`src/rtl/cia_sdr_shift.sv`:
```
// cia_sdr_shift: serial shift engine behind the CIA SDR register.
//   Output mode (spmode=1): serialises written bytes on SP, clocked on CNT by
//   timer A underflows; a write during a transfer is held as a pending byte.
//   Input mode (spmode=0): assembles bytes from an external CNT/SP stream.
// Ports:
//   E_CLK, RESET_n        clock, async active-low reset
//   spmode                1 = transmit, 0 = receive
//   ta_underflow          timer A underflow pulse
//   wr_sdr, wr_data       CPU write strobe and data for SDR
//   sdr_q                 SDR read value
//   cnt_in, sp_in         CNT/SP pin inputs
//   cnt_out/cnt_oe        CNT pin drive value / enable
//   sp_out/sp_oe          SP pin drive value / enable
//   sp_irq                one-cycle pulse per completed byte
//   busy                  output-mode transfer in progress
// Build option: define SDR_SYNC_EN to add a 2-flop synchroniser on CNT/SP.
module cia_sdr_shift (
  input  logic       E_CLK,
  input  logic       RESET_n,
  input  logic       spmode,
  input  logic       ta_underflow,
  input  logic       wr_sdr,
  input  logic [7:0] wr_data,
  output logic [7:0] sdr_q,
  input  logic       cnt_in,
  input  logic       sp_in,
  output logic       cnt_out,
  output logic       cnt_oe,
  output logic       sp_out,
  output logic       sp_oe,
  output logic       sp_irq,
  output logic       busy
);

  localparam int unsigned DW = 8;
  localparam int unsigned HW = 4;  // half-bit counter: 16 underflows per byte
  localparam int unsigned BW = 3;  // input bit counter: 8 edges per byte

  typedef enum logic {ST_IDLE, ST_SHIFT} state_t;

  state_t        state_q, state_d;
  logic [DW-1:0] sh_q, sh_d;
  logic [DW-1:0] pend_q, pend_d;
  logic          pend_vld_q, pend_vld_d;
  logic [HW-1:0] half_q, half_d;
  logic [BW-1:0] bit_q, bit_d;
  logic [DW-1:0] sdr_d;
  logic          cnt_out_d, sp_out_d, sp_irq_d, busy_d;
  logic          cnt_r_q, cnt_prev_q, sp_r_q;
  logic          cnt_smp, sp_smp;
  logic          mode_chg, rise;

`ifdef SDR_SYNC_EN
  logic [1:0] cnt_sync_q, sp_sync_q;

  // Two-flop synchroniser for asynchronous CNT/SP pins (idle high).
  always_ff @(posedge E_CLK or negedge RESET_n) begin
    if (!RESET_n) begin
      cnt_sync_q <= 2'b11;
      sp_sync_q  <= 2'b11;
    end else begin
      cnt_sync_q <= {cnt_sync_q[0], cnt_in};
      sp_sync_q  <= {sp_sync_q[0], sp_in};
    end
  end

  assign cnt_smp = cnt_sync_q[1];
  assign sp_smp  = sp_sync_q[1];
`else
  assign cnt_smp = cnt_in;
  assign sp_smp  = sp_in;
`endif

  // cnt_oe holds last cycle's spmode, so a difference marks a mode change.
  assign mode_chg = (spmode != cnt_oe);
  assign rise     = cnt_r_q & ~cnt_prev_q;

  // State and datapath registers. CNT registers reset high so release is not an edge.
  always_ff @(posedge E_CLK or negedge RESET_n) begin
    if (!RESET_n) begin
      state_q    <= ST_IDLE;
      sh_q       <= '0;
      pend_q     <= '0;
      pend_vld_q <= 1'b0;
      half_q     <= '0;
      bit_q      <= '0;
      sdr_q      <= '0;
      cnt_out    <= 1'b1;
      sp_out     <= 1'b1;
      cnt_oe     <= 1'b0;
      sp_oe      <= 1'b0;
      sp_irq     <= 1'b0;
      busy       <= 1'b0;
      cnt_r_q    <= 1'b1;
      cnt_prev_q <= 1'b1;
      sp_r_q     <= 1'b1;
    end else begin
      state_q    <= state_d;
      sh_q       <= sh_d;
      pend_q     <= pend_d;
      pend_vld_q <= pend_vld_d;
      half_q     <= half_d;
      bit_q      <= bit_d;
      sdr_q      <= sdr_d;
      cnt_out    <= cnt_out_d;
      sp_out     <= sp_out_d;
      cnt_oe     <= spmode;
      sp_oe      <= spmode;
      sp_irq     <= sp_irq_d;
      busy       <= busy_d;
      cnt_r_q    <= cnt_smp;
      cnt_prev_q <= cnt_r_q;
      sp_r_q     <= sp_smp;
    end
  end

  // Next state: transmit FSM only runs in output mode with a stable mode bit.
  always_comb begin
    state_d = state_q;
    if (mode_chg || !spmode) begin
      state_d = ST_IDLE;
    end else begin
      case (state_q)
        ST_IDLE:  if (wr_sdr) state_d = ST_SHIFT;
        ST_SHIFT: if (ta_underflow && (half_q == HW'(15)) && !pend_vld_q && !wr_sdr)
                    state_d = ST_IDLE;
        default:  state_d = ST_IDLE;
      endcase
    end
  end

  // Datapath and output next values.
  always_comb begin
    sh_d       = sh_q;
    pend_d     = pend_q;
    pend_vld_d = pend_vld_q;
    half_d     = half_q;
    bit_d      = bit_q;
    sdr_d      = sdr_q;
    cnt_out_d  = cnt_out;
    sp_out_d   = sp_out;
    sp_irq_d   = 1'b0;
    busy_d     = busy;

    if (mode_chg) begin
      // Abort any byte in flight; SDR contents survive.
      half_d     = '0;
      bit_d      = '0;
      pend_vld_d = 1'b0;
      busy_d     = 1'b0;
      cnt_out_d  = 1'b1;
      if (wr_sdr) sdr_d = wr_data;
    end else if (spmode) begin
      case (state_q)
        ST_IDLE: begin
          if (wr_sdr) begin
            sdr_d  = wr_data;
            sh_d   = wr_data;
            busy_d = 1'b1;
            half_d = '0;
          end
        end
        ST_SHIFT: begin
          if (wr_sdr) begin
            sdr_d      = wr_data;
            pend_d     = wr_data;
            pend_vld_d = 1'b1;
          end
          if (ta_underflow) begin
            cnt_out_d = ~cnt_out;
            half_d    = half_q + HW'(1);
            // Data changes on the falling CNT toggle; receiver samples on the rising one.
            if (cnt_out) begin
              sp_out_d = sh_q[DW-1];
              sh_d     = {sh_q[DW-2:0], 1'b0};
            end
            if (half_q == HW'(15)) begin
              sp_irq_d = 1'b1;
              if (pend_vld_q) begin
                // Older pending byte goes first; a same-cycle write becomes the new pending.
                sh_d       = pend_q;
                pend_vld_d = wr_sdr;
              end else if (wr_sdr) begin
                sh_d       = wr_data;
                pend_vld_d = 1'b0;
              end else begin
                busy_d    = 1'b0;
                cnt_out_d = 1'b1;
              end
            end
          end
        end
        default: ;
      endcase
    end else begin
      busy_d = 1'b0;
      if (wr_sdr) sdr_d = wr_data;
      if (rise) begin
        sh_d  = {sh_q[DW-2:0], sp_r_q};
        bit_d = bit_q + BW'(1);
        if (bit_q == BW'(7)) begin
          // Received byte overrides a coincident CPU write.
          sdr_d    = {sh_q[DW-2:0], sp_r_q};
          sp_irq_d = 1'b1;
          bit_d    = '0;
        end
      end
    end
  end

endmodule

```
`config.mk`:
```
export PLATFORM = sky130hd
export DESIGN_NAME = cia_sdr_shift
export DESIGN_NICKNAME = d
export VERILOG_FILES = /design/src/rtl/cia_sdr_shift.sv
export SDC_FILE = /design/constraint.sdc
export NUM_CORES = 1
export LEC_CHECK = 0
export ABC_AREA = 1
export CORE_MARGIN = 5
export CORE_UTILIZATION = 42
export CTS_CLUSTER_SIZE = 10
export DETAILED_ROUTE_END_ITERATION = 7
export PLACE_DENSITY_LB_ADDON = 0.12
export SYNTH_ARGS = -nofsm -noshare
export SYNTH_HDL_FRONTEND = slang
export SYNTH_SLANG_ARGS = --single-unit
```
`constraint.sdc`:
```
create_clock -name E_CLK -period 1.8 [get_ports E_CLK]
set_clock_uncertainty 0.05 [all_clocks]
set_input_delay 0.36 -clock E_CLK [delete_from_list [all_inputs] [get_ports E_CLK]]
set_output_delay 0.36 -clock E_CLK [all_outputs]
set_load 0.005 [all_outputs]
```
# --- After elaboration in Yosys (flattened, before gate mapping) ---
# Index checks and enable logic that the tools add are counted.
word_totals:
  word_cells: 112
  reg_bits: 41
  out_inout_bits: 14
  mem_count: 0
  romBits: 0
  mem_bits_rw: 0
  latch_bits: 0
classes:
  magnitude_cmp: 0
  bitwise: 5
  mux: 57
  mul: 0
  addsub: 2
  n_reduce_logical: 20
  div: 0
  eq_ne: 13
  n_shift: 0
op_table:
  columns: ["operator", "n"]
  rows:
  - ["$mux W8", 13]
  - ["$mux W1", 32]
  - ["$mux W4", 4]
  - ["$pmux W8 S2", 1]
  - ["$mux W3", 4]
  - ["$ne A4 B3 Y1 const B", 3]
  - ["$reduce_and A5 Y1", 2]
  - ["$reduce_bool A2 Y1", 5]
  - ["$ne A3 B3 Y1 const B", 3]
  - ["$pmux W4 S2", 1]
  - ["$reduce_and A4 Y1", 2]
  - ["$reduce_and A3 Y1", 2]
  - ["$add A4 B1 Y4 const B", 1]
  - ["$eq A4 B4 Y1 const B", 1]
  - ["$ne A4 B2 Y1 const B", 1]
  - ["$ne A4 B4 Y1 const B", 1]
  - ["$not A1 Y1", 4]
  - ["$pmux W1 S2", 2]
  - ["$reduce_and A2 Y1", 2]
  - ["$add A3 B1 Y3 const B", 1]
  - ["$eq A3 B3 Y1 const B", 1]
  - ["$logic_and A1 B1 Y1", 3]
  - ["$logic_not A1 Y1", 3]
  - ["$ne A3 B2 Y1 const B", 1]
  - ["4 further kinds", 4]

# --- Longest topological paths before layout ---
# Gate-level depths: netlist (run 1).
depth:
  ltp_word: 8
  depth_mapped: 8
  depth_no_buf: 8

# --- Worst setup path after synthesis (run 1) ---
# Ideal clock, no wire load.
synth_path:
  kind: "reg-to-reg"
  start: "reg, netlist name sp_oe"
  end: "reg sdr_q[2]"
  path_slack_ns: 0.258
  required_ns: 1.630
  t_arrival_ns: 1.373
  path_stages_with_launch: 8
  n_path_buf: 1
  setup_time_ns: 0.120
  cell_sequence: "dfrtp_1 inv_1 ha_1 inv_4 nand3_4 buf_6 o21ai_0 inv_1"
synth_rtl:
  columns: ["item", "line_no", "text"]
  rows:
  - ["end signal: assignment", "104", "sdr_q <= sdr_d;"]
  - ["end: declaration", "24", "output logic [7:0] sdr_q,"]

# --- Worst setup path in the final report (run 1) ---
layout_path:
  start: "reg cnt_out"
  end: "out cnt_out"
layout_rtl:
  columns: ["item", "line_no", "text"]
  rows:
  - ["start: declaration", "27", "output logic cnt_out,"]
  - ["start signal: assignment", "105", "cnt_out <= cnt_out_d;"]
# No word-level cell between the ends.

==> results of run 1 <==
-- area by class of cell --
type                       count  area, µm²  area share
sequential                    41       1030       0.360
tap                           72       90.1      0.0314
clock buffer                   8       80.1      0.0279
timing repair buffer          45        415       0.145
multi-input combinational    211       1080       0.375
inverter                      46        175      0.0610
-- power by group through the flow --
stage / combinational (mW) / sequential [mW] / clock, mW
2_1_floorplan: 0.458 / 1.18 / 0
3_3_place_gp: 0.690 / 1.20 / 0
3_5_place_dp: 0.693 / 1.20 / 0
4_1_cts: 0.698 / 1.19 / 0.599
5_1_grt: 0.808 / 1.21 / 0.640
6_report: 0.702 / 1.19 / 0.581
-- metal layers --
| metal | track usage | up-vias | share of wire |
|---|---|---|---|
| met5 | 0 | - | 0 |
| met4 | 0.0446 | 0 | 0.017 |
| met3 | 0.0412 | 8 | 0.078 |
| met2 | 0.248 | 62 | 0.45 |
| met1 | 0.250 | 944 | 0.46 |
| li1 | - | 1078 | - |
-- flip-flops by register name, summed over array words and instances, names as in the netlist --
name	count
cnt_prev_q	1
cnt_r_q	1
sp_oe	1
half_q	4
pend_vld_q	1
sp_r_q	1
cnt_out	1
busy	1
sdr_q	8
sp_irq	1
bit_q	3
sp_out	1
state_q	1
sh_q	8
pend_q	8
-- worst paths after layout --
check                          start         end  slack [ps]  cells after the start
min reg2reg                  cnt_r_q  cnt_prev_q         320                      0
max reg2reg                half_q[0]     sh_q[3]         180                      8
max in group asynchronous    RESET_n  cnt_prev_q        1240                      2
min in group E_CLK           cnt_r_q  cnt_prev_q         320                      0
min                          RESET_n   half_q[0]          70                      2
max                          cnt_out     cnt_out          70                      1
-- stage by stage --
stage	instance area (µm²)	setup TNS, ps
2_1_floorplan	2340	0
3_3_place_gp	2770	-6340
3_5_place_dp	2770	-6950
4_1_cts	2850	0
5_1_grt	2870	0
6_report	2870	0
-- logic make-up after synthesis --
| logic type | share of synthesized area |
|---|---|
| multiplexers | 0.00428 |
| XOR/XNOR | 0.00375 |
| adder cells (fa/ha/maj) | 0.0268 |
| AND/OR/NAND/NOR | 0.254 |
| flip-flops | 0.442 |
| AO/OA/AOI/OAI | 0.163 |
| buffers and inverters | 0.107 |
-- timing repair --
| action | 4_1_cts | 5_1_grt |
|---|---|---|
| pin swaps | 0 | 1 |
| endpoints found under the setup margin | 1 | 12 |
| buffers inserted | 0 | 0 |
| cloned | 0 | 1 |
| resized for setup | 1 | 7 |
-- layout by cell type, fill, tap and decap left out, types with 2 or more instances in the layout --
cell type	synthesis	layout
nand3_4	1	2
nand2_4	2	2
ha_1	5	4
nand2_2	4	4
clkbuf_1	1	3
inv_2	3	3
o21ai_0	27	22
o21ai_1	4	9
dfstp_2	5	5
inv_1	41	41
a21oi_1	21	21
nand2_1	91	91
buf_4	3	16
a21oi_4	2	2
o22ai_1	7	7
nand3_1	22	22
nor2_1	12	11
nand4_1	2	2
nor2_2	2	3
clkbuf_8	0	5
clkdlybuf4s50_1	0	27
dfrtp_1	36	36
==> impl_metrics.tcl, run 1 <==
set metrics [dict create \
    status "completed" \
    drt-initial-drc-count 150 \
    netlist.area_leader.share 0.385 \
    avgSynthCellArea_um2 7.61 \
    count_of_endpoints_failing_setup_in_the_final_report 0 \
    slew_viol_final 0 \
    critPathMaxFanout 2 \
    total_power_mw 2.47 \
    synth.yosys.warnings 0 \
    path_clk_slew_ps 80 \
    share_of_flip_flops_with_an_asynchronous_set_or_reset_after_synthesis 1.00 \
    die_h_um 84.6 \
    layout_min_cycle_time_ps 1730 \
    core_region_area_um2 5470 \
    cp_slowest_stage_delay_ps 540 \
    ys_ff_latch 41 \
    cp_cell_sequence "clkdlybuf4s50_1" \
    viasPerCell 4.95 \
    drt.antenna.violating_nets 0 \
    dp_cell_count 414 \
    die_area_um2 7160 \
    first_global_vias 1969 \
    power.internal_mw 1.67 \
    std_cell_rows 27 \
    wl_per_cell_um 13.8 \
    timing.final.crit_share 0.962 \
    yosys.area.top_type "dfrtp_1" \
    hold_ws_ps 74.8 \
    worstSetupEndpointType "primary output" \
    synth_cell_types 32 \
    cap_violations 0 \
    yosys_most_used_dff "dfrtp_1" \
    synth.cell_area_um2 2340 \
    gpl_wtd_cong 0.845 \
    dp_hpwl_mm 4.10 \
    nNetsFinal 370 \
    worst_ep_arrival_time_ps 1320 \
    grtUsageTotal 0.170 \
    count_of_non_filler_cells_in_the_finished_layout 423 \
    clock_tree_root "clkbuf_8" \
    crit_required_ps 1390 \
    final_core_utilization 0.524 \
    setup.worst_path.class "reg -> out" \
    critical_path.slowest_cell "dfstp_2" \
    global_route_wire_length_before_repair_mm 9.72 \
    pre_cts_slack_ps -303 \
    switching_share 0.325 \
    clock_path_buffers 2 \
    antenna_violations_before_repair 0 \
    pwr_density_nw_per_um2 862 \
    grt_setup_unrepaired "no" \
    clock_latency_ps 290 \
    cts_made_buffers 5 \
    area_growth_pct 22.8 \
    num_vias 2092 \
    floorplan.die.width_um 84.6 \
    hold_path.class "in -> async" \
    power.share.clock 0.235 \
    num_io_pins 29 \
    globalRoute.totalOverflow 0 \
    netlist_top_cells_count "nand2_1, inv_1, dfrtp_1" \
    detail_route.first_pass.iterations 4 \
    tightest_slew_ps 538 \
    fmax_mhz 578 \
    drt_drc_violations_left 0 \
    slew_headroom 0.641 \
    sequential_power_share 0.481 \
    post_route_cells_drive_above_1_share 0.137 \
    netlist_instances 307 \
    antenna_diode_count 0 \
    setup_slack_ps 68.7 \
    grt_max_degree 42 \
    tritoncts_num_sinks 41 \
    family_with_the_most_delay_on_the_worst_path "flip-flops" \
    power_leakage_nw 1.43 \
    worstSetupStartpointType "flop" \
    synth_edf_count 0 \
    finalHoldViolations 0 \
    initial_utilization 0.427 \
    yosys-top-cells-area "dfrtp_1, nand2_1, inv_1" \
    critPathBufInv 1 \
    power.ir.vdd_worst_mv 0.403 \
    route.final.wire_length_mm 5.86 \
    cts_tree "yes" \
    seq_area_frac_synth 0.442 \
    net_switching_power_mw 0.804 \
    postSynthNetCount 327 \
    synth.most_common_cell "nand2_1" \
    placement.io_buffers 28 \
    total_of_hold_buffers_inserted_after_clock_tree_synthesis 0 \
    fill_cells 569 \
    cts.htree.levels 2 \
    power_frac_comb 0.284 \
]
Note: power is estimated with default switching activity, not from simulation.
==> run 2, diff against run 1 <==
- SLEW_MARGIN: unset -> 20
- clock period: 1.8 -> 1.55 ns (I/O delays scaled with it)
==> run 2 against run 1 <==
Register-to-register slack got worse by 50 ps; die area unchanged; worst hold slack better by 250 ps; largest power group unchanged.
==> impl_metrics.tcl, run 2 (synthesis gave the netlist of run 1 again) <==
set metrics [dict create \
    fill_cells 555 \
    viasPerCell 4.83 \
    worstSetupEndpointType "primary output" \
    core_region_area_um2 5470 \
    clock_latency_ps 290 \
    most_frequent_standard_cell_in_the_layout_excluding_fill_and_tap_cells "nand2_1" \
    power.ir.vdd_worst_mv 0.485 \
    global_route_wire_length_before_repair_mm 9.92 \
    sequential_power_share 0.469 \
    critPathBufInv 1 \
    drt.antenna.violating_nets 0 \
    cap_violations 0 \
    nNetsFinal 388 \
    antenna_violations_before_repair 0 \
    clock_tree_root "clkbuf_8" \
    count_of_non_filler_cells_in_the_finished_layout 441 \
    family_with_the_most_delay_on_the_worst_path "buffers and inverters" \
    fmax_mhz 668 \
    cp_slowest_stage_delay_ps 500 \
    antenna_diode_count 0 \
    reg_top3 "pend_q: 8 flops, sdr_q: 8 flops, sh_q: 8 flops" \
    num_vias 2132 \
    pre_cts_slack_ps -484 \
    count_of_endpoints_failing_setup_in_the_final_report 0 \
    grt_max_degree 42 \
    gpl_wtd_cong 0.847 \
    dp_cell_count 427 \
    wl_per_cell_um 13.1 \
    timing.final.crit_share 0.966 \
    pwr_density_nw_per_um2 958 \
    dp_hpwl_mm 4.24 \
    crit_required_ps 1190 \
    layout_min_cycle_time_ps 1500 \
    std_cell_rows 27 \
    switching_share 0.318 \
    cp_cell_sequence "clkdlybuf4s50_1" \
    floorplan.die.width_um 84.6 \
    power.internal_mw 2.01 \
    die_area_um2 7160 \
    hold_ws_ps 323 \
    cts.htree.levels 2 \
    worstSetupStartpointType "flop" \
    setup.worst_path.class "reg -> out" \
    power.share.clock 0.239 \
    num_io_pins 29 \
    die_h_um 84.6 \
    first_global_vias 1987 \
    slew_headroom 0.799 \
    clock_path_buffers 2 \
    post_route_cells_drive_above_1_share 0.187 \
    grt_setup_unrepaired "no" \
    tritoncts_num_sinks 41 \
    critical_path.slowest_cell "clkdlybuf4s50_1" \
    detail_route.first_pass.iterations 4 \
    cts_tree "yes" \
    route.final.wire_length_mm 5.78 \
    power_frac_comb 0.291 \
    path_clk_slew_ps 70 \
    slew_viol_final 0 \
    total_power_mw 2.95 \
    net_switching_power_mw 0.936 \
    hold_path.class "reg -> reg" \
    power_leakage_nw 1.57 \
    drt_drc_violations_left 0 \
    setup_slack_ps 52.9 \
    worst_ep_arrival_time_ps 1140 \
    final_cell_mix "nand2_1, inv_1, dfrtp_1" \
    drt-initial-drc-count 142 \
    globalRoute.totalOverflow 0 \
    grtUsageTotal 0.174 \
    tightest_slew_ps 302 \
    setup_tns_ps 0 \
    area_growth_pct 31.6 \
    initial_utilization 0.427 \
    finalHoldViolations 0 \
    status "completed" \
    critPathMaxFanout 2 \
    placement.io_buffers 28 \
    cts_made_buffers 5 \
]
[run 2: area by class of cell]
class | instances | area, µm² | area share
well taps | 72 | 90.1 | 0.0293
multi-input cells | 211 | 1100 | 0.358
clock buffers | 8 | 90.1 | 0.0293
repair buffers | 63 | 581 | 0.189
flip-flops and latches | 41 | 1030 | 0.336
inverters | 46 | 180 | 0.0586
[run 2: what timing repair did]
action | CTS | global route
buffers inserted | 1 | 3
pin swaps | 1 | 0
hold buffers | 1 | 0
resized for setup | 13 | 6
hold endpoints to repair | 36 | 0
endpoints found under the setup margin | 40 | 12
gates cloned | 1 | 0
[run 2: power groups by stage]
stage / Sequential, mW / Clock (mW) / Combinational (mW)
after global routing: 1.41 / 0.784 / 0.984
after CTS: 1.38 / 0.732 / 0.857
after floorplan: 1.37 / 0 / 0.532
final: 1.38 / 0.706 / 0.858
after detailed placement: 1.40 / 0 / 0.838
after global placement: 1.40 / 0 / 0.827
[run 2: metal layers]
metal | global-route usage | part of all wire | vias up
li1 | - | - | 1111
met1 | 0.249 | 0.50 | 960
met2 | 0.267 | 0.44 | 52
met3 | 0.0343 | 0.049 | 9
met4 | 0.0489 | 0.014 | 0
met5 | 0 | 0 | -
[run 2: final timing paths]
kind | from | slack [ps] | to | cells after the start
max in group asynchronous | RESET_n | 710 | sp_r_q | 3
min reg2reg | cnt_r_q | 320 | cnt_prev_q | 0
min | cnt_r_q | 320 | cnt_prev_q | 0
min in group asynchronous | RESET_n | 470 | half_q[1] | 3
max | sdr_q[4] | 50 | sdr_q[4] | 1
max reg2reg | bit_q[0] | 130 | sdr_q[5] | 6
[run 2: through the flow]
| step | instance area [µm²] | utilization |
|---|---|---|
| after floorplan | 2340 | - |
| after global placement | 2890 | 0.528 |
| after detailed placement | 2890 | 0.528 |
| after CTS | 3030 | 0.554 |
| after global routing | 3080 | 0.562 |
| final | 3080 | 0.562 |
==> run 3, diff against run 2 <==
- CAP_MARGIN: unset -> 15
- CORE_UTILIZATION: 42 -> 24
- MAX_ROUTING_LAYER: unset -> met4
==> run 3 against run 2 <==
Core utilization shrank 22 points; die area grew 65%; cell area grew 8.3%; clock power grew 29%; register-to-register slack lost 70 ps; non-clock buffer count grew 12; cell count grew 17%; via count grew 2.5%; first-iteration DRC count shrank 24%; routed wire length grew 23%; largest cell class unchanged; largest power group unchanged.
==> impl_metrics.tcl, run 3 (synthesis gave the netlist of run 1 again) <==
set metrics [dict create \
    critPathMaxFanout 2 \
    timing.final.crit_share 0.978 \
    critPathBufInv 1 \
    cp_slowest_stage_delay_ps 500 \
    final_cell_mix "nand2_1, buf_4, inv_1" \
    status "completed" \
    antenna_violations_before_repair 0 \
    hold_path.class "reg -> reg" \
    met1_grt_util 0.169 \
    grtUsageTotal 0.125 \
    count_of_endpoints_failing_setup_in_the_final_report 0 \
    cts_tree "yes" \
    count_of_non_filler_cells_in_the_finished_layout 514 \
    layout_min_cycle_time_ps 1520 \
    globalRoute.totalOverflow 0 \
    reg_top3 "pend_q: 8 flops, sdr_q: 8 flops, sh_q: 8 flops" \
    path_clk_slew_ps 90 \
    fill_cells 1054 \
    gpl_wtd_cong 0.775 \
    post_route_cells_drive_above_1_share 0.252 \
    slew_headroom 0.784 \
    tritoncts_num_sinks 41 \
    viasPerCell 4.25 \
    num_io_pins 29 \
    pwr_density_nw_per_um2 964 \
    area_growth_pct 42.5 \
    groute.layer.met2.usage 0.195 \
    floorplan.die.width_um 109 \
    setup_tns_ps 0 \
    power_leakage_nw 1.68 \
    cap_violations 0 \
    num_vias 2185 \
    cts_made_buffers 5 \
    dp_cell_count 498 \
    wl_per_cell_um 13.9 \
    placement.io_buffers 28 \
    tightest_slew_ps 324 \
    cts.htree.levels 2 \
    initial_utilization 0.242 \
    total_power_mw 3.21 \
    first_global_vias 2079 \
    detail_route.first_pass.iterations 4 \
    family_with_the_most_delay_on_the_worst_path "buffers and inverters" \
    global_route_wire_length_before_repair_mm 11.0 \
    hold_ws_ps 325 \
    most_frequent_standard_cell_in_the_layout_excluding_fill_and_tap_cells "nand2_1" \
    grt_setup_unrepaired "yes" \
    critical_path.slowest_cell "clkdlybuf4s50_1" \
    nNetsFinal 400 \
    worst_ep_arrival_time_ps 1160 \
    clock_tree_root "clkbuf_8" \
    drt.antenna.violating_nets 0 \
    dp_hpwl_mm 5.04 \
    antenna_diode_count 0 \
    clock_path_buffers 2 \
    slew_viol_final 0 \
    grt_max_degree 23 \
    core_region_area_um2 9640 \
    power.ir.vdd_worst_mv 0.326 \
    finalHoldViolations 0 \
    die_area_um2 11800 \
    worstSetupStartpointType "flop" \
    fmax_mhz 659 \
    route.final.wire_length_mm 7.13 \
    std_cell_rows 36 \
    top_usage_layer "met2" \
    cp_cell_sequence "clkdlybuf4s50_1" \
    drt_drc_violations_left 0 \
    drt-initial-drc-count 108 \
    crit_required_ps 1190 \
    r2r_slack_ps 60 \
    worstSetupEndpointType "primary output" \
    clock_latency_ps 300 \
    setup.worst_path.class "reg -> out" \
    gr-usage-met3 0.0243 \
    die_h_um 109 \
    final_core_utilization 0.345 \
]
==> run 3: final timing paths <==
check / from / depth (start not counted) / to
worst min register to register: cnt_r_q / 0 / cnt_prev_q
worst max register to register: sp_oe / 9 / busy
worst min-delay path: cnt_r_q / 0 / cnt_prev_q
min in group asynchronous: RESET_n / 2 / half_q[3]
max in group asynchronous: RESET_n / 3 / sp_out
worst max-delay path: sdr_q[4] / 1 / sdr_q[4]
==> run 3: stage by stage <==
step	cell area (µm²)	setup WS, ps
after floorplan	2340	7.74
after global placement	3040	-514
after detailed placement	3040	-499
after CTS	3200	-10.6
after global routing	3330	-4.32
final	3330	33.6
==> run 3: repair_timing <==
item	4_1_cts	5_1_grt
pin swaps	1	3
setup buffers	1	5
hold buffers	1	0
hold endpoints to repair	7	0
setup endpoints to repair	41	31
gates cloned	0	1
gates resized for setup	16	29
==> run 3: metal layers <==
metal | wire length [µm] | vias up
li1 | - | 1139
met1 | 3600 | 1011
met2 | 3250 | 31
met3 | 225 | 4
met4 | 55 | 0
met5 | 0 | -
==> run 3: power by group <==
group          total [mW]  leakage, nW  switching [mW]  internal (mW)
clock               0.911       0.0543           0.428          0.483
combinational       0.909         1.13           0.488          0.420
sequential           1.39        0.501           0.139           1.25
total                3.21         1.68            1.06           2.15
==> run 3: final cells by class <==
type,instances,area [µm²],share of cell area
multi-input combinational,211,1150,0.347
sequential,41,1030,0.310
timing repair buffer,75,679,0.204
inverter,46,180,0.0541
tap,133,166,0.0500
clock buffer,5,68.8,0.0207
clock inverter,3,46.3,0.0139
